### src/rtl/apb_write_master.sv
// APB write requester: buffers write commands in a small FIFO and issues each
// as an APB SETUP/ACCESS transfer, aborting transfers stuck in wait states.
module apb_write_master #(
    parameter int FIFO_DEPTH = 4,
    parameter int TIMEOUT    = 16
) (
    input  logic                          PCLK,
    input  logic                          PRESETn,
    input  logic                          cmd_valid,
    output logic                          cmd_ready,
    input  logic [31:0]                   cmd_addr,
    input  logic [31:0]                   cmd_data,
    output logic                          PSEL,
    output logic                          PENABLE,
    output logic                          PWRITE,
    output logic [31:0]                   PADDR,
    output logic [31:0]                   PWDATA,
    input  logic                          PREADY,
    output logic                          busy,
    output logic                          done,
    output logic                          timeout_err,
    output logic [$clog2(FIFO_DEPTH):0]   fifo_count,
    output logic [15:0]                   wr_count
);

    // state  | meaning
    // IDLE   | bus idle, waiting for a queued command
    // SETUP  | first APB cycle: PSEL=1, PENABLE=0
    // ACCESS | PENABLE=1, waiting on PREADY or the wait-state timeout

    localparam int AW = $clog2(FIFO_DEPTH);
    localparam int TW = (TIMEOUT > 1) ? $clog2(TIMEOUT) : 1;
    localparam logic [AW:0]   FULL_LVL = (AW + 1)'(FIFO_DEPTH);
    localparam logic [TW-1:0] TMO_LOAD = (TIMEOUT > 0) ? TW'(TIMEOUT - 1) : '0;

    typedef enum logic [1:0] {
        IDLE,
        SETUP,
        ACCESS
    } state_t;

    state_t        state;
    logic [63:0]   fifo_mem [FIFO_DEPTH];
    logic [AW-1:0] wr_ptr;
    logic [AW-1:0] rd_ptr;
    logic [AW:0]   count;
    logic [63:0]   head;
    logic          push;
    logic          pop;
    logic [TW-1:0] tmo_cnt;

    assign cmd_ready  = (count != FULL_LVL);
    assign push       = cmd_valid && cmd_ready;
    assign head       = fifo_mem[rd_ptr];
    assign fifo_count = count;
    assign busy       = (count != '0) || (state != IDLE);

    always_comb begin
        pop = 1'b0;
        if (count != '0) begin
            if (state == IDLE) begin
                pop = 1'b1;
            end else if (state == ACCESS && PREADY) begin
                pop = 1'b1;
            end
        end
    end

    always_ff @(posedge PCLK) begin
        if (push) begin
            fifo_mem[wr_ptr] <= {cmd_addr, cmd_data};
        end
    end

    always_ff @(posedge PCLK or negedge PRESETn) begin
        if (!PRESETn) begin
            wr_ptr <= '0;
            rd_ptr <= '0;
            count  <= '0;
        end else begin
            if (push) begin
                wr_ptr <= wr_ptr + 1'b1;
            end
            if (pop) begin
                rd_ptr <= rd_ptr + 1'b1;
            end
            case ({push, pop})
                2'b10:   count <= count + 1'b1;
                2'b01:   count <= count - 1'b1;
                default: count <= count;
            endcase
        end
    end

    // Timeout is a down-counter reloaded on every SETUP; terminal count 0 aborts.
    always_ff @(posedge PCLK or negedge PRESETn) begin
        if (!PRESETn) begin
            state       <= IDLE;
            PSEL        <= 1'b0;
            PENABLE     <= 1'b0;
            PWRITE      <= 1'b0;
            PADDR       <= '0;
            PWDATA      <= '0;
            done        <= 1'b0;
            timeout_err <= 1'b0;
            wr_count    <= '0;
            tmo_cnt     <= '0;
        end else begin
            done        <= 1'b0;
            timeout_err <= 1'b0;
            case (state)
                IDLE: begin
                    if (pop) begin
                        PADDR   <= head[63:32] & 32'hFFFF_FFFC;
                        PWDATA  <= head[31:0];
                        PSEL    <= 1'b1;
                        PWRITE  <= 1'b1;
                        PENABLE <= 1'b0;
                        tmo_cnt <= TMO_LOAD;
                        state   <= SETUP;
                    end
                end
                SETUP: begin
                    PENABLE <= 1'b1;
                    state   <= ACCESS;
                end
                ACCESS: begin
                    if (PREADY) begin
                        done     <= 1'b1;
                        wr_count <= wr_count + 1'b1;
                        if (pop) begin
                            PADDR   <= head[63:32] & 32'hFFFF_FFFC;
                            PWDATA  <= head[31:0];
                            PENABLE <= 1'b0;
                            tmo_cnt <= TMO_LOAD;
                            state   <= SETUP;
                        end else begin
                            PSEL    <= 1'b0;
                            PENABLE <= 1'b0;
                            PWRITE  <= 1'b0;
                            state   <= IDLE;
                        end
                    end else if (TIMEOUT > 0 && tmo_cnt == '0) begin
                        timeout_err <= 1'b1;
                        PSEL        <= 1'b0;
                        PENABLE     <= 1'b0;
                        PWRITE      <= 1'b0;
                        state       <= IDLE;
                    end else if (TIMEOUT > 0) begin
                        tmo_cnt <= tmo_cnt - 1'b1;
                    end
                end
                default: begin
                    PSEL    <= 1'b0;
                    PENABLE <= 1'b0;
                    PWRITE  <= 1'b0;
                    state   <= IDLE;
                end
            endcase
        end
    end

endmodule

### config.mk
export PLATFORM = sky130hd
export DESIGN_NAME = apb_write_master
export DESIGN_NICKNAME = d
export VERILOG_FILES = /design/src/rtl/apb_write_master.sv
export SDC_FILE = /design/constraint.sdc
export NUM_CORES = 1
export LEC_CHECK = 0
export CAP_MARGIN = 40
export CELL_PAD_IN_SITES_DETAIL_PLACEMENT = 0
export CELL_PAD_IN_SITES_GLOBAL_PLACEMENT = 2
export CORE_MARGIN = 5
export CORE_UTILIZATION = 42
export DETAILED_ROUTE_END_ITERATION = 8
export PLACE_DENSITY_LB_ADDON = 0.1
export SLEW_MARGIN = 20
export SYNTH_ARGS = -nofsm -noshare
export SYNTH_HDL_FRONTEND = slang
export SYNTH_SLANG_ARGS = --single-unit
### constraint.sdc
create_clock -name PCLK -period 3.1 [get_ports PCLK]
set_clock_uncertainty 0.05 [all_clocks]
set_input_delay 0.31 -clock PCLK [delete_from_list [all_inputs] [get_ports PCLK]]
set_output_delay 0.31 -clock PCLK [all_outputs]
set_load 0.02 [all_outputs]
# Word level (Yosys, flattened, before mapping)
# Memories as Yosys holds them, arrays and structs flattened.
# Index checks and enable logic that the tools add are counted.
# totals
regBits	97
latch_bits	0
ram_bits	256
mem_bits_ro	0
input_bits	68
output_inout_bits	90
mem_count	1
# classes
addsub	6
multipliers	0
div	0
magnitude_cmp	0
n_eq_ne	10
n_shift	0
n_mux	34
bitwise	1
n_reduce_logical	14
# memory_table
memory	words	width	rd	rd_ports_with_merged_regs	wr	line_no	rtl
fifo_mem	4	64	1	0	1	43	logic [63:0] fifo_mem [FIFO_DEPTH];
# op_table
operator	n
32-bit two-way mux	4
32-bit one-hot mux with 2 select lines	2
1-bit two-way mux	17
16-bit by 1-bit adder with 16-bit output, second input constant	1
4-bit two-way mux	3
3-bit inequality test, second input constant	3
4-bit one-hot mux with 2 select lines	1
2-bit AND reduction	4
2-bit two-way mux	3
1-bit one-hot mux with 3 select lines	2
2-bit one-hot mux with 3 select lines	1
3-bit one-hot mux with 2 select lines	1
2-bit nonzero test	3
2-bit by 1-bit adder with 2-bit output, second input constant	2
2-bit by 1-bit == test with 1-bit output, second input constant	2
2-bit == test, second input constant	2
4-bit zero test	1
2-bit inequality test, second input constant	2
4-bit AND reduction	1
4-bit by 1-bit subtractor with 4-bit output, second input constant	1
3-bit by 1-bit adder with 3-bit output, second input constant	1
3-bit by 2-bit inequality test with 1-bit output, second input constant	1
3-bit nonzero test	1
3-bit by 1-bit subtractor with 3-bit output, second input constant	1
4 further kinds	5

# Depth between registers and ports, before layout
# Gate-level depths: netlist of the first run.
# depth
word_depth	8
ltp_mapped	10

# Worst setup path after synthesis of the first run
# OpenSTA, ideal clock, no wires.
# synth_timing
path_type	reg-to-reg
from	reg count[0] (netlist: fifo_count[0])
to	mem fifo_mem[0][0] (enable)
arrival_time_ns	2.434
required_time_ns	2.623
slack_ns	0.189
stages_incl_launch_ff	4
path_cell_list	dfrtp_1 > inv_1 > nand3_1 > and3_1
# synth_via
elab_chain_len	4
# synth_lines
item	line_no	rtl
from (decl)	46	logic [AW:0] count;
from (signal assigned)	88	2'b10: count <= count + 1'b1;
from (signal assigned)	89	2'b01: count <= count - 1'b1;
from (signal assigned)	90	default: count <= count;
3-bit inequality test	52	assign cmd_ready = (count != FULL_LVL);
via cmd_ready	10	output logic cmd_ready,
1-bit logical AND	53	assign push = cmd_valid && cmd_ready;
1-bit two-way mux	70	if (push) begin
1-bit two-way mux (not written as such)	71	fifo_mem[wr_ptr] <= {cmd_addr, cmd_data};
to (decl)	43	
# The timed path passes the listed nets, and every way through them passes these cells.

# Final worst setup path of the first run
# layout_timing
from	reg count[2] (netlist: fifo_count[2])
to	out busy
# layout_via
elab_chain_len	2
# layout_lines
item	line_no	rtl
3-bit nonzero test	56	assign busy = (count != '0) || (state != IDLE);
1-bit logical OR	56	
to (decl)	19	output logic busy,
# No other way between the ends.

==> results.yml, run 1 <==
run_status:
  status: "completed"
floorplanning:
  num_rows: 63
  ios: 158
  core_um2: 29900
  dieArea_um2: 34000
  die_x_um: 184
  start_util_pct: 42.8
  die_h_um: 184
sta:
  finalMaxSlewViolations: 0
  worstMarginPinSlew_ns: 0.629
  clock.fmax_mhz: 409
  rsz0062_at_grt: "false"
  period_needed_ns: 2.44
  min_period_over_period_pct: 78.8
  hold_violations: 0
  setup-tns-final_ns: 0
  max_slew_margin_pct: 58.1
  setup_viol: 0
routing:
  drtAntennaViolNets: 0
  drtPass1Iterations: 4
  drc: 0
  drtIter0Drc: 253
  vias: 6134
  vias_per_cell: 5.08
  avgRoutedWirePerCell_um: 21.1
  wl_um: 25400
global_route:
  antenna_found_initial: 0
  grt_pass1_vias: 6904
  grt_usage_pct: 15.2
  grt_start_max_net_pins: 67
  grt_remaining_overflow: 0
  grt_first_pass_wirelength_um: 39600
clock_tree:
  tritoncts.num_buffers: 37
  cts.path.max_buffers: 3
  cts_max_level: 2
  cts_tree: "built"
  clock_sinks: 342
  clock_latency_ns: 0.51
  hold_buffers: 1
  cts.repair.resized: 0
  path_clk_slew_ns: 0.06
  cts_setup_buffers: 0
  cts_root_buffer: "clkbuf_16"
setup_path:
  cp.required_ns: 2.74
  r2r-end: "fifo_count[2]$_DFFE_PN0P_"
  critPathCaptureType: "output pin"
  worstSetupEndpoint: "busy"
  r2r_cells: 10
  criticalPathCategory: "reg2out"
  crit_arrival_ns: 2.08
  rrSetupSlack_ns: 0.89
  worstSetupStartpoint: "fifo_count[2]$_DFFE_PN0P_"
  r2r-start: "fifo_count[0]$_DFFE_PN0P_"
  crit_path_start_kind: "flip-flop"
  critPathMaxFanout: 6
power:
  cellLeakagePower_nw: 5.67
  p_per_area_nw_per_um2: 1020
  ir_drop_uv: 555
yosys:
  yosys_register_bits: 342
  synthAdderAreaFrac_pct: 0.842
  synth_mux_area_share_pct: 16.6
  synth_warnings: 0
  yosys.cell_types.count: 39
  yosys.area_share.simple_pct: 2.38
  synth_compound_area_share_pct: 0.676
  synth-xor-area-share_pct: 1.44
  synth_cells: 598
  synth_top_family_by_area: "multiplexers"
  netlist_area_um2: 12800
  syn_area_per_cell_um2: 21.4
  ys_seq_area_share_pct: 76.7
cells_and_area:
  final_layout_size_suffix_gt1_share_pct: 26.2
  mostFrequentLayoutCells: "edfxtp_1 (248), clkdlybuf4s50_1 (152), dfrtp_1 (92)"
  final_common_cell: "edfxtp_1"
  design_area_um2: 16100
  final_cells: 1207
  final_util_pct: 54.0
  area_growth_pct: 26.3
  layout.nets: 863
job:
  drv_cap: 0
placed_design:
  dp_hpwl_um: 15400
  place_inst: 1137
  portBuffers: 153
  placed_area_um2: 14900
  routabilityCongestion: 0.701
hold_path:
  hold_path_class: "in2async"
## synth_stat cells, drive strengths merged
| library cell | count | area [um^2] |
|---|---|---|
| o22a | 1 | 8.76 |
| o21ai | 1 | 5.00 |
| nand2 | 11 | 41.3 |
| o41ai | 1 | 16.3 |
| mux2 | 63 | 709 |
| buf | 17 | 106 |
| a22o | 1 | 8.76 |
| ha | 7 | 87.6 |
| nor2b | 1 | 6.26 |
| dfrtp | 94 | 2350 |
| mux2i | 1 | 10.0 |
| nor3b | 2 | 15.0 |
| nand2b | 1 | 6.26 |
| inv | 10 | 37.5 |
| and2 | 2 | 12.5 |
| clkbuf | 8 | 30.0 |
| nor2 | 10 | 37.5 |
| and3 | 7 | 43.8 |
| or3b | 2 | 17.5 |
| fa | 1 | 20.0 |
| nor3 | 5 | 45.0 |
| xor2 | 6 | 52.6 |
| o2111ai | 1 | 8.76 |
| or4 | 1 | 11.3 |
| a21oi | 4 | 23.8 |
| o22ai | 1 | 6.26 |
| conb | 1 | 3.75 |
| nand4 | 4 | 25.0 |
| nand3 | 7 | 35.0 |
| xnor2 | 15 | 131 |
| mux4 | 62 | 1400 |
| a211o | 1 | 8.76 |
| nand3b | 1 | 7.51 |
| edfxtp | 248 | 7450 |
## critical path: stages, from the launching register on
cell and delay, ns:
dfrtp_1 0.43, nor3_2 0.49, nand2_1 0.10, clkdlybuf4s50_1 0.56
## kinds of logic (layout without fill, tap and decap cells)
group,Yosys count,count (layout)
AOI/OAI and AO/OA,11,11
xor gates and xnor gates,21,21
adders and majority gates,8,8
buffers and inverters,35,252
DFF,342,342
muxes,126,126
other,1,3
and+or+nand+nor,54,54
## flip-flops by register name (all words and copies together) (netlist names)
signal / flops
state: 2
rd_ptr: 2
fifo_count: 3
PWDATA: 32
fifo_mem: 248
done: 1
tmo_cnt: 4
wr_ptr: 2
PADDR: 30
timeout_err: 1
wr_count: 16
PWRITE: 1
## worst min path at each step
stage / from / end / slack [ns] / cells after the start
finish: PRESETn / PWDATA[7]$_DFFE_PN0P_ / 0.24 / 2
global route: PRESETn / PWDATA[7]$_DFFE_PN0P_ / 0.25 / 2
CTS: PRESETn / PWDATA[7]$_DFFE_PN0P_ / 0.24 / 2
detailed placement: PRESETn / PWDATA[7]$_DFFE_PN0P_ / 0.23 / 1
global placement: wr_count[15]$_DFFE_PN0N_ / wr_count[15]$_DFFE_PN0N_ / 0.41 / 1
floorplan: PRESETn / PADDR[10]$_DFFE_PN0P_ / -0.04 / 0
## layer usage
| layer | share of wire, % | vias up | GRT usage, % |
|---|---|---|---|
| met5 | 0 | - | 0 |
| met4 | 1.8 | 0 | 3.87 |
| met3 | 5.8 | 40 | 3.87 |
| met2 | 51 | 152 | 26.0 |
| met1 | 42 | 3188 | 19.8 |
| li1 | - | 2754 | - |
## power breakdown
group	internal (mW)	switching (mW)
Combinational	2.77	2.41
Sequential	6.21	0.735
Clock	2.61	1.69
Total	11.6	4.83
## metrics by stage
| step | hold WS, ns | total power [mW] | setup WS (ns) |
|---|---|---|---|
| after floorplan | -0.0356 | 10.2 | 0.189 |
| after global placement | 0.409 | 12.2 | 0.672 |
| after detailed placement | 0.227 | 12.4 | 0.689 |
| after CTS | 0.242 | 16.7 | 0.595 |
| after global routing | 0.253 | 17.3 | 0.544 |
| final | 0.245 | 16.4 | 0.657 |
## cell type report
cell class / count / area [um^2]
timing repair buffer: 174 / 1760
inverter: 10 / 37.5
tap: 390 / 488
antenna: 1 / 2.50
sequential: 342 / 9810
clock inverter: 17 / 165
clock buffer: 51 / 1040
multi-input combinational: 222 / 2830
fill: 2314 / 13700
No activity file was read; power rests on OpenSTA's default activity.
==> run 2: changes to the inputs <==
==> constraint.sdc (replaced) <==
create_clock -name PCLK -period 2.5 [get_ports PCLK]
set_clock_uncertainty 0.05 [all_clocks]
set_input_delay 0.25 -clock PCLK [delete_from_list [all_inputs] [get_ports PCLK]]
set_output_delay 0.25 -clock PCLK [all_outputs]
set_load 0.02 [all_outputs]
==> run 2 against run 1 <==
Non-clock buffer count shrank 4. Largest power group unchanged. Critical path type unchanged. Cell area grew 0.61%. Global-route usage grew 0.26 points. Setup slack lost 0.55 ns. Sequential power grew 21%. Sequential share of layout area shrank 0.37 points. Clock power grew 28%. Critical path depth is the same. Total power grew 26%. Die area is the same. Final cell count shrank 0.33%.
==> results.yml, run 2 (same netlist as run 1, synthesis figures left out) <==
routing:
  wl_met2_um: 13000
  avgRoutedWirePerCell_um: 21.6
  drtAntennaViolNets: 0
  wl_met1_um: 10900
  wl_met3_um: 1650
  wl_um: 26000
  drc: 0
  routed.top_layer: "met5"
  drtPass1Iterations: 4
  vias: 6178
  vias_per_cell: 5.14
  drtIter0Drc: 283
placed_design:
  dp_hpwl_um: 15400
  place_inst: 1133
  routabilityCongestion: 0.689
  portBuffers: 153
power:
  cellLeakagePower_nw: 5.69
  swShare_pct: 29.2
  power_frac_clock_pct: 26.7
  p_seq_share_pct: 40.6
  p_per_area_nw_per_um2: 1270
  p_int_mw: 14.6
  ir_drop_uv: 676
  p_sw_mw: 6.03
  p_comb_share_pct: 32.8
cells_and_area:
  top_register: "fifo_mem"
  layout.nets: 859
  final_cells: 1203
  reg.largest.list: "fifo_mem: 248 flops, PWDATA: 32 flops, PADDR: 30 flops"
  area_growth_pct: 27.1
  final_common_cell: "edfxtp_1"
  final_layout_size_suffix_gt1_share_pct: 25.9
  largest_register_ff_count: 248
  mostFrequentLayoutCells: "edfxtp_1 (248), clkdlybuf4s50_1 (152), dfrtp_1 (92)"
setup_path:
  cp.required_ns: 2.20
  r2r-end: "fifo_count[2]$_DFFE_PN0P_"
  r2r-start: "fifo_count[1]$_DFFE_PN0P_"
  r2r_cells: 10
  rrSetupSlack_ns: 0.44
  criticalPathCategory: "reg2out"
  critPathCaptureType: "output pin"
  crit_arrival_ns: 2.09
  crit_path_start_kind: "flip-flop"
  critPathMaxFanout: 6
floorplanning:
  die_x_um: 184
  start_util_pct: 42.8
  dieArea_um2: 34000
  num_rows: 63
  ios: 158
  die_h_um: 184
  core_um2: 29900
global_route:
  grt_remaining_overflow: 0
  antenna_found_initial: 2
  grt_usage_pct: 15.5
  grt_start_max_net_pins: 67
  grt_first_pass_wirelength_um: 40000
  grt_pass1_vias: 6791
sta:
  hold_violations: 0
  rsz0062_at_grt: "false"
  period_needed_ns: 2.39
  max_slew_margin_pct: 60.8
  setup-tns-final_ns: 0
  min_period_over_period_pct: 95.7
  setup_viol: 0
  clock.fmax_mhz: 418
  worstMarginPinSlew_ns: 0.586
  finalMaxSlewViolations: 0
clock_tree:
  cts.path.max_buffers: 3
  clock_latency_ns: 0.51
  clock_sinks: 342
  cts_root_buffer: "clkbuf_16"
  cts_max_level: 2
  path_clk_slew_ns: 0.06
  cts_tree: "built"
  cts_setup_buffers: 0
  tritoncts.num_buffers: 37
run_status:
  status: "completed"
hold_path:
  hold_path_class: "in2async"
job:
  drv_cap: 0
## run 2: cell count changes in the layout (fill, tap and decap cells not counted)
cell	delta
buf_4	-11
buf_12	+7
bufinv_16	+2
clkbuf_1	-1
clkbuf_8	-1
clkinv_1	+1
clkinv_2	-1
clkinv_4	+1
inv_6	-1
## run 2: timing repair
item,CTS,global route
hold buffers,1,0
hold endpoints to repair,37,0
gates resized for setup,0,0
## run 2: routing by layer
layer	vias to the layer above	GRT usage (%)
li1	2740	-
met5	-	0
met4	4	3.61
met1	3228	20.4
met2	166	26.2
met3	40	3.95
## run 2: power by group through the flow
stage | combinational [mW] | sequential [mW] | clock (mW)
final | 6.76 | 8.38 | 5.50
after global routing | 7.29 | 8.54 | 5.90
after CTS | 6.97 | 8.42 | 5.65
after detailed placement | 6.95 | 8.51 | 0
after global placement | 6.83 | 8.42 | 0
after floorplan | 3.60 | 8.99 | 0
## run 2: through the flow
stage / utilization [%] / power [mW] / cell area [um^2] / hold WS (ns) / worst slack (ns)
final: 54.3 / 20.6 / 16200 / 0.223 / 0.107
after global routing: 54.3 / 21.7 / 16200 / 0.254 / 0.00328
after CTS: 54.3 / 21.0 / 16200 / 0.226 / 0.0678
after detailed placement: 50.1 / 15.5 / 15000 / 0.222 / 0.151
after global placement: 50.1 / 15.2 / 15000 / 0.221 / 0.161
after floorplan: - / 12.6 / 12800 / -0.0956 / 0.213
## run 2: area by class of cell
cell class / count / area [um^2]
clock inverter: 19 / 224
inverter: 10 / 37.5
fill: 2317 / 13600
tap: 390 / 488
multi-input combinational: 222 / 2830
timing repair buffer: 170 / 1820
antenna: 1 / 2.50
clock buffer: 49 / 1020
sequential: 342 / 9810
## run 2: worst max-delay path by stage
| stage | from | to | cells past startpoint |
|---|---|---|---|
| floorplan | fifo_count[1]$_DFFE_PN0P_ | fifo_count[2]$_DFFE_PN0P_ | 10 |
| global placement | PREADY | fifo_count[2]$_DFFE_PN0P_ | 9 |
| detailed placement | PREADY | fifo_count[2]$_DFFE_PN0P_ | 9 |
| CTS | fifo_count[2]$_DFFE_PN0P_ | busy | 3 |
| global route | fifo_count[2]$_DFFE_PN0P_ | busy | 3 |
| finish | fifo_count[2]$_DFFE_PN0P_ | busy | 3 |
## run 2: worst max-delay path, stage by stage, from the launching register on
cell and delay (ns):
dfrtp_1 0.42, nor3_2 0.49, nand2_1 0.12, clkdlybuf4s50_1 0.56
==> run 3: changes to the inputs <==
--- a/config.mk
+++ b/config.mk
@@ -12,6 +12,7 @@
 export CORE_UTILIZATION = 42
 export DETAILED_ROUTE_END_ITERATION = 8
 export PLACE_DENSITY_LB_ADDON = 0.1
+export SKIP_LAST_GASP = 1
 export SLEW_MARGIN = 20
 export SYNTH_ARGS = -nofsm -noshare
 export SYNTH_HDL_FRONTEND = slang
==> results of run 3 <==
The final DEF is identical to that of run 2; final timing and power are the same.
